[config.mk]
export PLATFORM = sky130hd
export DESIGN_NAME = chacha_serialiser
export DESIGN_NICKNAME = d
export VERILOG_FILES = /design/src/rtl/chacha_serialiser.sv
export SDC_FILE = /design/constraint.sdc
export NUM_CORES = 1
export LEC_CHECK = 0
export ABC_AREA = 1
export CAP_MARGIN = 20
export CORE_MARGIN = 2
export CORE_UTILIZATION = 41
export CTS_CLUSTER_DIAMETER = 60
export DETAILED_ROUTE_END_ITERATION = 7
export GPL_TIMING_DRIVEN = 0
export HOLD_SLACK_MARGIN = 0.06
export SYNTH_ARGS = -nofsm -noshare
export SYNTH_HDL_FRONTEND = slang
export SYNTH_SLANG_ARGS = --single-unit
[constraint.sdc]
create_clock -name clk -period 31.7 [get_ports clk]
set_input_delay 6.34 -clock clk [delete_from_list [all_inputs] [get_ports clk]]
set_output_delay 6.34 -clock clk [all_outputs]
set_load 0.02 [all_outputs]
[src/rtl/chacha_serialiser.sv]
// -----------------------------------------------------------------------------
// chacha_serialiser
//
// Purpose: parallel-to-byte serialiser for ChaCha20 keystream blocks. A full
// 16-word state matrix is accepted in one valid/ready handshake into one of two
// ping-pong slots. Held matrices are then streamed out as 64 bytes each under
// valid/ready flow control, one byte per cycle and with no gap between
// matrices.
//
// Ports:
//   clk          in   rising-edge clock
//   rst          in   asynchronous, active-high reset
//   state_in     in   NUM_WORDS x 32-bit matrix words; word 0 is sent first
//   state_valid  in   producer offers state_in
//   state_ready  out  a free slot exists (registered state only, no path
//                     from byte_ready)
//   byte_out     out  current byte; 0 when byte_valid is low
//   byte_valid   out  at least one matrix is held
//   byte_ready   in   consumer accepts byte_out
//   byte_last    out  byte_out is the final byte of its matrix
//   occupancy    out  number of matrices held (0..2)
//
// Configuration macro:
//   SERIALISER_BIG_ENDIAN_EN  when defined, bytes within each word are sent
//                             most significant first. The default is
//                             little-endian, the ChaCha20 keystream order.
// -----------------------------------------------------------------------------
module chacha_serialiser #(
  parameter int unsigned DATA_SIZE = 8,
  parameter int unsigned NUM_WORDS = 16
) (
  input  logic                 clk,
  input  logic                 rst,
  input  logic [31:0]          state_in [0:NUM_WORDS-1],
  input  logic                 state_valid,
  output logic                 state_ready,
  output logic [DATA_SIZE-1:0] byte_out,
  output logic                 byte_valid,
  input  logic                 byte_ready,
  output logic                 byte_last,
  output logic [1:0]           occupancy
);

  localparam int unsigned NUM_BYTES = 4 * NUM_WORDS;
  localparam int unsigned IDX_W     = $clog2(NUM_BYTES);
  localparam int unsigned WIDX_W    = IDX_W - 2;
  localparam logic [IDX_W-1:0] LAST_IDX = IDX_W'(NUM_BYTES - 1);

  // Ping-pong storage; contents are never reset because every output is gated.
  logic [31:0] slot_q [0:1][0:NUM_WORDS-1];

  logic [1:0]       occ_q, occ_d;
  logic             wr_slot_q, wr_slot_d;
  logic             rd_slot_q, rd_slot_d;
  logic [IDX_W-1:0] byte_idx_q, byte_idx_d;

  logic             load_c;
  logic             xfer_c;
  logic             release_c;
  logic [31:0]      word_c;
  logic [1:0]       lane_c;
  logic [7:0]       sel_c;

  // Handshake qualifiers; state_ready is derived from registered occupancy only.
  always_comb begin
    state_ready = !rst && (occ_q != 2'd2);
    byte_valid  = (occ_q != 2'd0);
    load_c      = state_valid && state_ready;
    xfer_c      = byte_valid && byte_ready;
    release_c   = xfer_c && (byte_idx_q == LAST_IDX);
  end

  // Next-state for pointers, byte counter and occupancy.
  always_comb begin
    occ_d      = occ_q;
    wr_slot_d  = wr_slot_q;
    rd_slot_d  = rd_slot_q;
    byte_idx_d = byte_idx_q;

    if (load_c) begin
      wr_slot_d = ~wr_slot_q;
    end

    if (xfer_c) begin
      // Counter spans exactly one matrix, so byte 63 wraps to 0 naturally.
      byte_idx_d = IDX_W'(byte_idx_q + IDX_W'(1));
    end

    if (release_c) begin
      rd_slot_d = ~rd_slot_q;
    end

    // A load and a release on the same edge cancel out.
    unique case ({load_c, release_c})
      2'b10:   occ_d = 2'(occ_q + 2'd1);
      2'b01:   occ_d = 2'(occ_q - 2'd1);
      default: occ_d = occ_q;
    endcase
  end

  // Control registers.
  always_ff @(posedge clk or posedge rst) begin
    if (rst) begin
      occ_q      <= 2'd0;
      wr_slot_q  <= 1'b0;
      rd_slot_q  <= 1'b0;
      byte_idx_q <= '0;
    end else begin
      occ_q      <= occ_d;
      wr_slot_q  <= wr_slot_d;
      rd_slot_q  <= rd_slot_d;
      byte_idx_q <= byte_idx_d;
    end
  end

  // Matrix capture into the slot addressed by the write pointer.
  always_ff @(posedge clk) begin
    if (load_c) begin
      for (int w = 0; w < NUM_WORDS; w++) begin
        slot_q[wr_slot_q][w] <= state_in[w];
      end
    end
  end

  // Byte select from the read slot at the current byte index.
  always_comb begin
    word_c = slot_q[rd_slot_q][byte_idx_q[IDX_W-1:2]];
    lane_c = byte_idx_q[1:0];
    sel_c  = 8'h00;
`ifdef SERIALISER_BIG_ENDIAN_EN
    unique case (lane_c)
      2'd0: sel_c = word_c[31:24];
      2'd1: sel_c = word_c[23:16];
      2'd2: sel_c = word_c[15:8];
      2'd3: sel_c = word_c[7:0];
      default: sel_c = 8'h00;
    endcase
`else
    unique case (lane_c)
      2'd0: sel_c = word_c[7:0];
      2'd1: sel_c = word_c[15:8];
      2'd2: sel_c = word_c[23:16];
      2'd3: sel_c = word_c[31:24];
      default: sel_c = 8'h00;
    endcase
`endif
  end

  // Gated outputs so stale slot contents never reach the consumer.
  always_comb begin
    byte_out  = byte_valid ? DATA_SIZE'(sel_c) : '0;
    byte_last = byte_valid && (byte_idx_q == LAST_IDX);
    occupancy = occ_q;
  end

  // Only the full word index width is meaningful for addressing.
  logic unused_widx_c;
  assign unused_widx_c = (WIDX_W == 0);

endmodule
Word-level counts from Yosys, hierarchy flattened. Memories as Yosys holds them, arrays and structs flattened. Cells that the tools add are included.

Divide/modulo/power cells: 0. Multiply operators: 0. Reductions and logical operators: 9. Shift-type cells: 0. Add/subtract/negate cells: 3. Bitwise operators: 3. Magnitude comparators: 1. Multiplexer cells: 8. Equality and inequality tests: 7.

Operators with widths (count): 32-bit binary-select mux with 4-bit select (1); 32-bit 2-to-1 mux (2); 8-bit case mux with 4 select lines (1); 8-bit 2-to-1 mux (1); 6-bit by 1-bit adder with 6-bit output (second input constant) (1); 2-bit == test (second input constant) (3); 6-bit == test (second input constant) (1); 5-bit greater-or-equal comparator (second input constant) (1); 1-bit logical AND (5); 4-bit inverter with 5-bit output (1); 2-bit by 1-bit == test with 1-bit output (second input constant) (2); 2-bit case mux with 2 select lines (1); 2-bit nonzero test (2); 2-bit by 1-bit adder with 2-bit output (second input constant) (1); 2-bit logical NOT (1); 1-bit 2-to-1 mux (2); 2-bit != test (second input constant) (1); 1-bit inverter (2); 2-bit by 1-bit subtractor with 2-bit output (second input constant) (1); 1-bit logical NOT (1).

RAM bits: 1024. Word-level logic and storage cells: 36. Flip-flop bits (word level): 10. Latch bits: 0. Memories: 1. ROM bits: 0. Output and inout port bits: 13. Input bits: 516.

Memories: slot_q (depth 2, width 512, read ports 1, clocked after Yosys merged registers in 0, write ports 1, line 50) `logic [31:0] slot_q [0:1][0:NUM_WORDS-1];`.

Logic depth before layout (Yosys ltp). Gate-level depths: netlist of the first run.

Depth after elaboration: 6. Depth in mapped cells: 14.

Worst setup path after synthesis of the first run. OpenSTA, ideal clock, no wires.

Path kind: input -> register. Start: input port rst. End: memory slot_q[0][0] (netlist name) (enable). Path buffers: 0. Path slack: 2138 ps. Stages on the path: 3. Arrival: 28160 ps. Path through: a21oi_1 > nand2_1 > nor2_1.

Longest elaborated chain between the ends: 5.

Ends and longest elaborated chain: from (decl) (line 33) `input logic rst,`; 1-bit logical NOT (no line); 1-bit logical AND (line 66) `state_ready = !rst && (occ_q != 2'd2);`; 1-bit logical AND (line 68) `load_c = state_valid && state_ready;`; 1-bit 2-to-1 mux (line 118) `if (load_c) begin`; 1-bit 2-to-1 mux (implied by the code) (line 120) `slot_q[wr_slot_q][w] <= state_in[w];`; to (decl) (line 50).

No other way between the ends.

Worst setup path after layout of the first run.
Start: input port rst. End: output port state_ready.

Longest elaborated chain between the ends: 2.

Ends and longest elaborated chain: 1-bit logical NOT (no line); 1-bit logical AND (line 66); to (decl) (line 36) `output logic state_ready,`.

No other way between the ends.

==> impl_results.md, run 1 <==
* Status: finished clean
* Final setup margin at 17,650 ps
* RSZ-0062 raised after global routing: false
* Worst VDD drop at 61.1 uV
* Most frequent cells in the layout: nand2_1 (1,354), edfxtp_1 (1,024), nand3_1 (573), clkdlybuf4s50_1 (528), nor2_1 (213)
* DRT iter0 DRCs at 3,050
* Worst path slowest cell: clkdlybuf4s50_1
* CTS tree: done
* Post-synthesis average cell area at 11.4 um^2
* CTS-repair resized insts at 0
* Vias at 30,500
* Per-cell routed wire length at 24.7 um
* Layout area overhead at 26.5%
* Post-CTS Setup Repair Bufs at 0
* Clock buffer depth at 3
* # hold bufs at CTS at 0
* Syn Inst Count at 3,725
* Reg clk slew, reported paths at 60 ps
* Psw at 1.59 mW
* IO Count at 529
* Clk pwr share at 27.9%
* Die ar. at 106,000 um^2
* Area leader, netlist: edfxtp_1
* PwrDens at 81.1 nW/um^2
* Initial antenna violation count at 61
* Critical Path Source Type: input port
* Post-route ant nets at 0
* Worst Path Required at 25,360 ps
* FF+latch count, synth at 1,034
* Synth cell types at 25
* Ys Warns at 0
* Final Max Tran Viols at 0
* Final Skew at 23.0 ps
* Mapped cell area at 42,600 um^2
* Placer Congestion at 0.911
* Internal cell power at 2.78 mW
* Clock sinks at 1,034
* Vias/cell at 5.17
* Clock Tree Root: clkbuf_16
* CTS Buf Count at 111
* Slew at the pin closest to its max-slew limit at 1030 ps
* Cell repeated most along the worst path: clkdlybuf4s50_1
* Layout cells sized above 1 at 7.99%
* Top cells by area, synth: edfxtp_1 (72%), nand2_1 (12%), nand3_1 (6.7%), nor2_1 (1.9%), inv_1 (1.5%)
* Initial core utilization at 41.2%
* Hold Violations, Final at 0
* DR DRC count at 0
* Critical path arrival at 7710 ps
* Final setup violation count at 0
* Nets@finish at 4,925
* CP Capture Type: primary output
* Combinational power share at 32.4%
* Largest net degree at the start of global routing at 32
* Pre-CTS setup slack at 17,610 ps
* Sw Share at 36.3%
* Total track usage at 27.0%
* Htree depth at 3
* Rel. slew slack at 31.5%
* Area share of the largest cell type after synthesis at 72.3%
* Setup TNS Final at 0 ps
* Drt pass-1 iters at 6
* Num rows at 118
* Input/output buffers at 528
* Chip width at 326 um
* Final min period at 14,050 ps
* CP cell instances: clkdlybuf4s50_1 -> a21oi_1 -> clkdlybuf4s50_1
* Final period util at 44.3%
* Die Y at 326 um
* Grt total ovfl at 0
* Min-Delay Path Class: reg2reg
* Most common cell after layout, fill and taps aside: nand2_1
* Vias in the first global route at 29,400
* Worst-path fanout max at 2
* FMAX at 0.0712 GHz
* Crit path kind: in2out
* Leak pwr at 20.4 nW
* Skew-Pair Late Insertion Delay at 700 ps
* R2R Setup Slk at 28,420 ps
* Seq/Total Area, Yosys at 72.8%
* CP peak stage delay at 660 ps
* Reg power frac at 39.6%
* Post-DP HPWL at 110,000 um
* Global-route wire length before repair at 203,000 um
* Total wire length at 146,000 um
* Placeable Area at 103,000 um^2
* MaxCap Viol Count at 0
* Net count after synthesis at 4,246
-- Yosys cell counts --
cell type	count
xor2_1	7
nor3_1	4
inv_6	1
nand2_1	1354
clkinv_1	1
buf_4	25
nand4_1	1
o21ai_1	4
nand3_1	573
clkbuf_1	35
a22o_1	4
o21ai_0	54
inv_1	170
buf_1	13
xnor2_1	2
nand3b_1	1
nor2_1	215
dfrtp_1	10
ha_1	5
buf_2	112
clkbuf_2	1
buf_6	28
edfxtp_1	1024
a21oi_1	78
inv_2	3
-- critical path, delay by kind of cell --
family / cells / cell delay (ps)
buffers and inverters: 2 / 1120
AO/OA/AOI/OAI: 1 / 250
-- layer usage --
metal / vias to the layer above / GRT usage [%] / share of wire (%)
met2: 1239 / 46.1 / 50
met1: 14800 / 33.0 / 38
met5: - / 0 / 0.29
met4: 66 / 8.12 / 2.8
met3: 252 / 7.86 / 9.3
li1: 14200 / - / -
-- sequential cells by signal, summed over array words and instances, names as in the netlist --
register    flops
wr_slot_q       1
slot_q       1024
occupancy       2
byte_idx_q      6
rd_slot_q       1
-- layout make-up --
type	instances	area, um^2
inverter	175	662
tap	1380	1730
multi-input combinational	2302	9660
fill	8961	49300
timing repair buffer	566	6080
sequential	1034	31000
antenna	38	95.1
buffer	214	1250
clock inverter	64	498
clock buffer	138	2880
-- power groups by stage --
stage / logic [mW] / clock network [mW] / registers [mW]
3_3_place_gp: 1.35 / 0 / 2.03
5_1_grt: 1.51 / 1.29 / 1.75
6_report: 1.42 / 1.22 / 1.73
3_5_place_dp: 1.40 / 0 / 1.76
2_1_floorplan: 0.710 / 0 / 1.92
4_1_cts: 1.41 / 1.23 / 1.73
-- final timing paths --
| path | startpoint | endpoint | depth (start not counted) |
|---|---|---|---|
| max | rst | state_ready | 3 |
| min | occupancy[1] | occupancy[1] | 1 |
| max reg2reg | occupancy[0] | slot_q[1][116] | 10 |
| min reg2reg | occupancy[1] | occupancy[1] | 1 |
| max in group asynchronous | rst | byte_idx_q[2] | 2 |
| min in group asynchronous | rst | occupancy[0] | 2 |
-- through the flow --
step	cells	hold slack, ps	utilization, %	area [um^2]	power (mW)
2_1_floorplan	3725	532	-	42600	2.63
3_3_place_gp	5633	519	48.0	49600	3.38
3_5_place_dp	5671	516	48.8	50400	3.16
4_1_cts	5873	538	52.1	53800	4.38
5_1_grt	5888	575	52.1	53800	4.54
6_report	5911	539	52.2	53900	4.37
-- cell families (layout without fill, tap and decap cells) --
kind of cell | count (synthesis) | after routing | synth area share (%)
flip-flops | 1034 | 1034 | 72.8
adder cells (fa/ha/maj) | 5 | 5 | 0.147
AO/OA/AOI/OAI | 140 | 140 | 1.68
XOR/XNOR | 9 | 9 | 0.185
buffers and inverters | 389 | 1157 | 4.49
other | 0 | 38 | 0
AND/OR/NAND/NOR | 2148 | 2148 | 20.7
No activity file was read; power rests on OpenSTA's default activity.
==> inputs of run 2 (changes only) <==
Clock period 31.7 ns to 13.5 ns, I/O delays scaled along.
==> impl_results.md, run 2 (synthesis results as in run 1) <==
* Critical path arrival at 4430 ps (-3280 ps)
* Clock sinks at 1,034 (unchanged)
* Reg with most FFs: slot_q
* Total wire length at 146,000 um (about the same)
* Placer Congestion at 0.911 (about the same)
* RSZ-0062 raised after global routing: false
* FMAX at 0.140 GHz
* Htree depth at 3 (unchanged)
* Number of fill cells at 8,946 (-0.17%)
* CTS tree: done
* CTS Buf Count at 112 (+0.90%)
* Vias/cell at 5.17 (about the same)
* Total track usage at 26.7% (-0.23 points)
* Post-route ant nets at 0 (unchanged)
* Reg clk slew, reported paths at 60 ps (about the same)
* Skew-Pair Late Insertion Delay at 710 ps (about the same)
* Crit path kind: reg2out
* Final Skew at 39.6 ps (+16.6 ps)
* Vias in the first global route at 29,400 (-0.010%)
* DR DRC count at 0 (unchanged)
* Final min period at 7130 ps
* Placeable Area at 103,000 um^2 (unchanged)
* Hold Violations, Final at 0 (unchanged)
* Vias at 30,600 (+0.11%)
* Rel. slew slack at 37.2% (+5.7 points)
* MaxCap Viol Count at 0 (unchanged)
* Nets@finish at 4,928 (+0.061%)
* Grt total ovfl at 0 (unchanged)
* # hold bufs at CTS at 0 (unchanged)
* Layout area overhead at 27.0%
* Min-Delay Path Class: reg2reg
* PwrDens at 192 nW/um^2 (+140%)
* Initial core utilization at 41.2% (unchanged)
* Post-CTS Setup Repair Bufs at 0 (unchanged)
* Final Max Tran Viols at 0 (unchanged)
* Status: finished clean
* Worst VDD drop at 131 uV (+110%)
* Clock buffer depth at 3 (unchanged)
* Worst r2r src: occupancy[0]
* Chip width at 326 um (unchanged)
* Most frequent cells in the layout: nand2_1 (1,354), edfxtp_1 (1,024), nand3_1 (573), clkdlybuf4s50_1 (528), nor2_1 (213)
* Worst Path Required at 10,800 ps (-14,560 ps)
* Total power draw at 10.4 mW (+140%)
* CP Launch Point: byte_idx_q[3]
* Worst-path fanout max at 10 (+8)
* IO Count at 529 (unchanged)
* CP Capture Type: primary output
* CTS-repair resized insts at 0 (unchanged)
* Final core occ at 52.4% (+0.20 points)
* Post-DP HPWL at 110,000 um (-0.27%)
* Final period util at 52.8%
* DRT iter0 DRCs at 3,274 (+7.3%)
* Initial antenna violation count at 63 (+3.3%)
* Area of the multi-input gates at 9660 um^2 (unchanged)
* Num rows at 118 (unchanged)
* Clock Tree Root: clkbuf_16
* Worst min-delay path startpoint: occupancy[1]
* Pre-CTS setup slack at 6820 ps (-10,790 ps)
* FF+latch area at 31,000 um^2 (unchanged)
* Largest net degree at the start of global routing at 32 (unchanged)
* Slew at the pin closest to its max-slew limit at 943 ps (-85.4 ps)
* Input/output buffers at 528 (unchanged)
* Die ar. at 106,000 um^2 (unchanged)
* Final setup violation count at 0 (unchanged)
* Die Y at 326 um (unchanged)
* Drt pass-1 iters at 6 (unchanged)
* Global-route wire length before repair at 201,000 um (-1.1%)
* Layout cells sized above 1 at 8.09% (+0.10 points)
* Critical Path Source Type: flip-flop
* Max reg flops at 1,024 (unchanged)
* Leak pwr at 20.5 nW (+0.46%)
* Final setup margin at 6370 ps (-11,280 ps)
* Most common cell after layout, fill and taps aside: nand2_1
* Per-cell routed wire length at 24.6 um (-0.17%)
-- run 2: cell count changes in the layout (fill, tap and decap cells not counted), sizes merged --
cell / change
buf: +2
bufinv: +4
clkbuf: +1
clkinv: -2
clkinvlp: -1
inv: +1
-- run 2: metal layers --
layer  global-route usage (%)  wire length (um)  up-vias
li1                         -                 -    14100
met1                     32.7             55000    14900
met2                     45.7             72600     1225
met3                     6.88             13200      248
met4                     9.83              4380       58
met5                        0               353        -
-- run 2: final timing paths --
| path | endpoint | slack (ps) | cells past startpoint |
|---|---|---|---|
| max | byte_out[6] | 6370 | 11 |
| min | occupancy[1] | 570 | 1 |
| max reg2reg | slot_q[0][111] | 10000 | 11 |
| min reg2reg | occupancy[1] | 570 | 1 |
| max in group asynchronous | byte_idx_q[1] | 10750 | 2 |
| min in group asynchronous | wr_slot_q | 2360 | 2 |
-- run 2: through the flow --
step | hold WS [ps] | cell area [um^2] | cells | TNS [ps]
2_1_floorplan | 555 | 42600 | 3725 | -3811940
3_3_place_gp | 552 | 49600 | 5633 | -
3_5_place_dp | 556 | 50400 | 5673 | 0
4_1_cts | 570 | 54000 | 5878 | 0
5_1_grt | 595 | 54000 | 5897 | 0
6_report | 566 | 54100 | 5916 | 0
-- run 2: final cells by class --
type	count	share of cell area, %
clock buffers	139	5.41
inverters	175	1.22
diodes	38	0.176
multi-input cells	2302	17.9
well taps	1380	3.19
clock inverters	66	1.11
plain buffers	214	2.31
flip-flops and latches	1034	57.3
repair buffers	568	11.4
-- run 2: report_power, final --
| group | total, mW | switching, mW | internal [mW] |
|---|---|---|---|
| clock network | 2.97 | 1.27 | 1.71 |
| logic | 3.33 | 2.38 | 0.952 |
| registers | 4.07 | 0.0894 | 3.98 |
| total | 10.4 | 3.74 | 6.64 |
-- run 2: worst max-delay path, stage by stage, from the launching register on --
cell,delay [ps]
dfrtp_1,450
inv_1,160
nand2_1,670
clkbuf_1,440
a21oi_1,90
nor2_1,270
nand2_1,190
nand3_1,120
nand2_1,50
nor2_1,430
nor2_1,220
clkdlybuf4s50_1,600
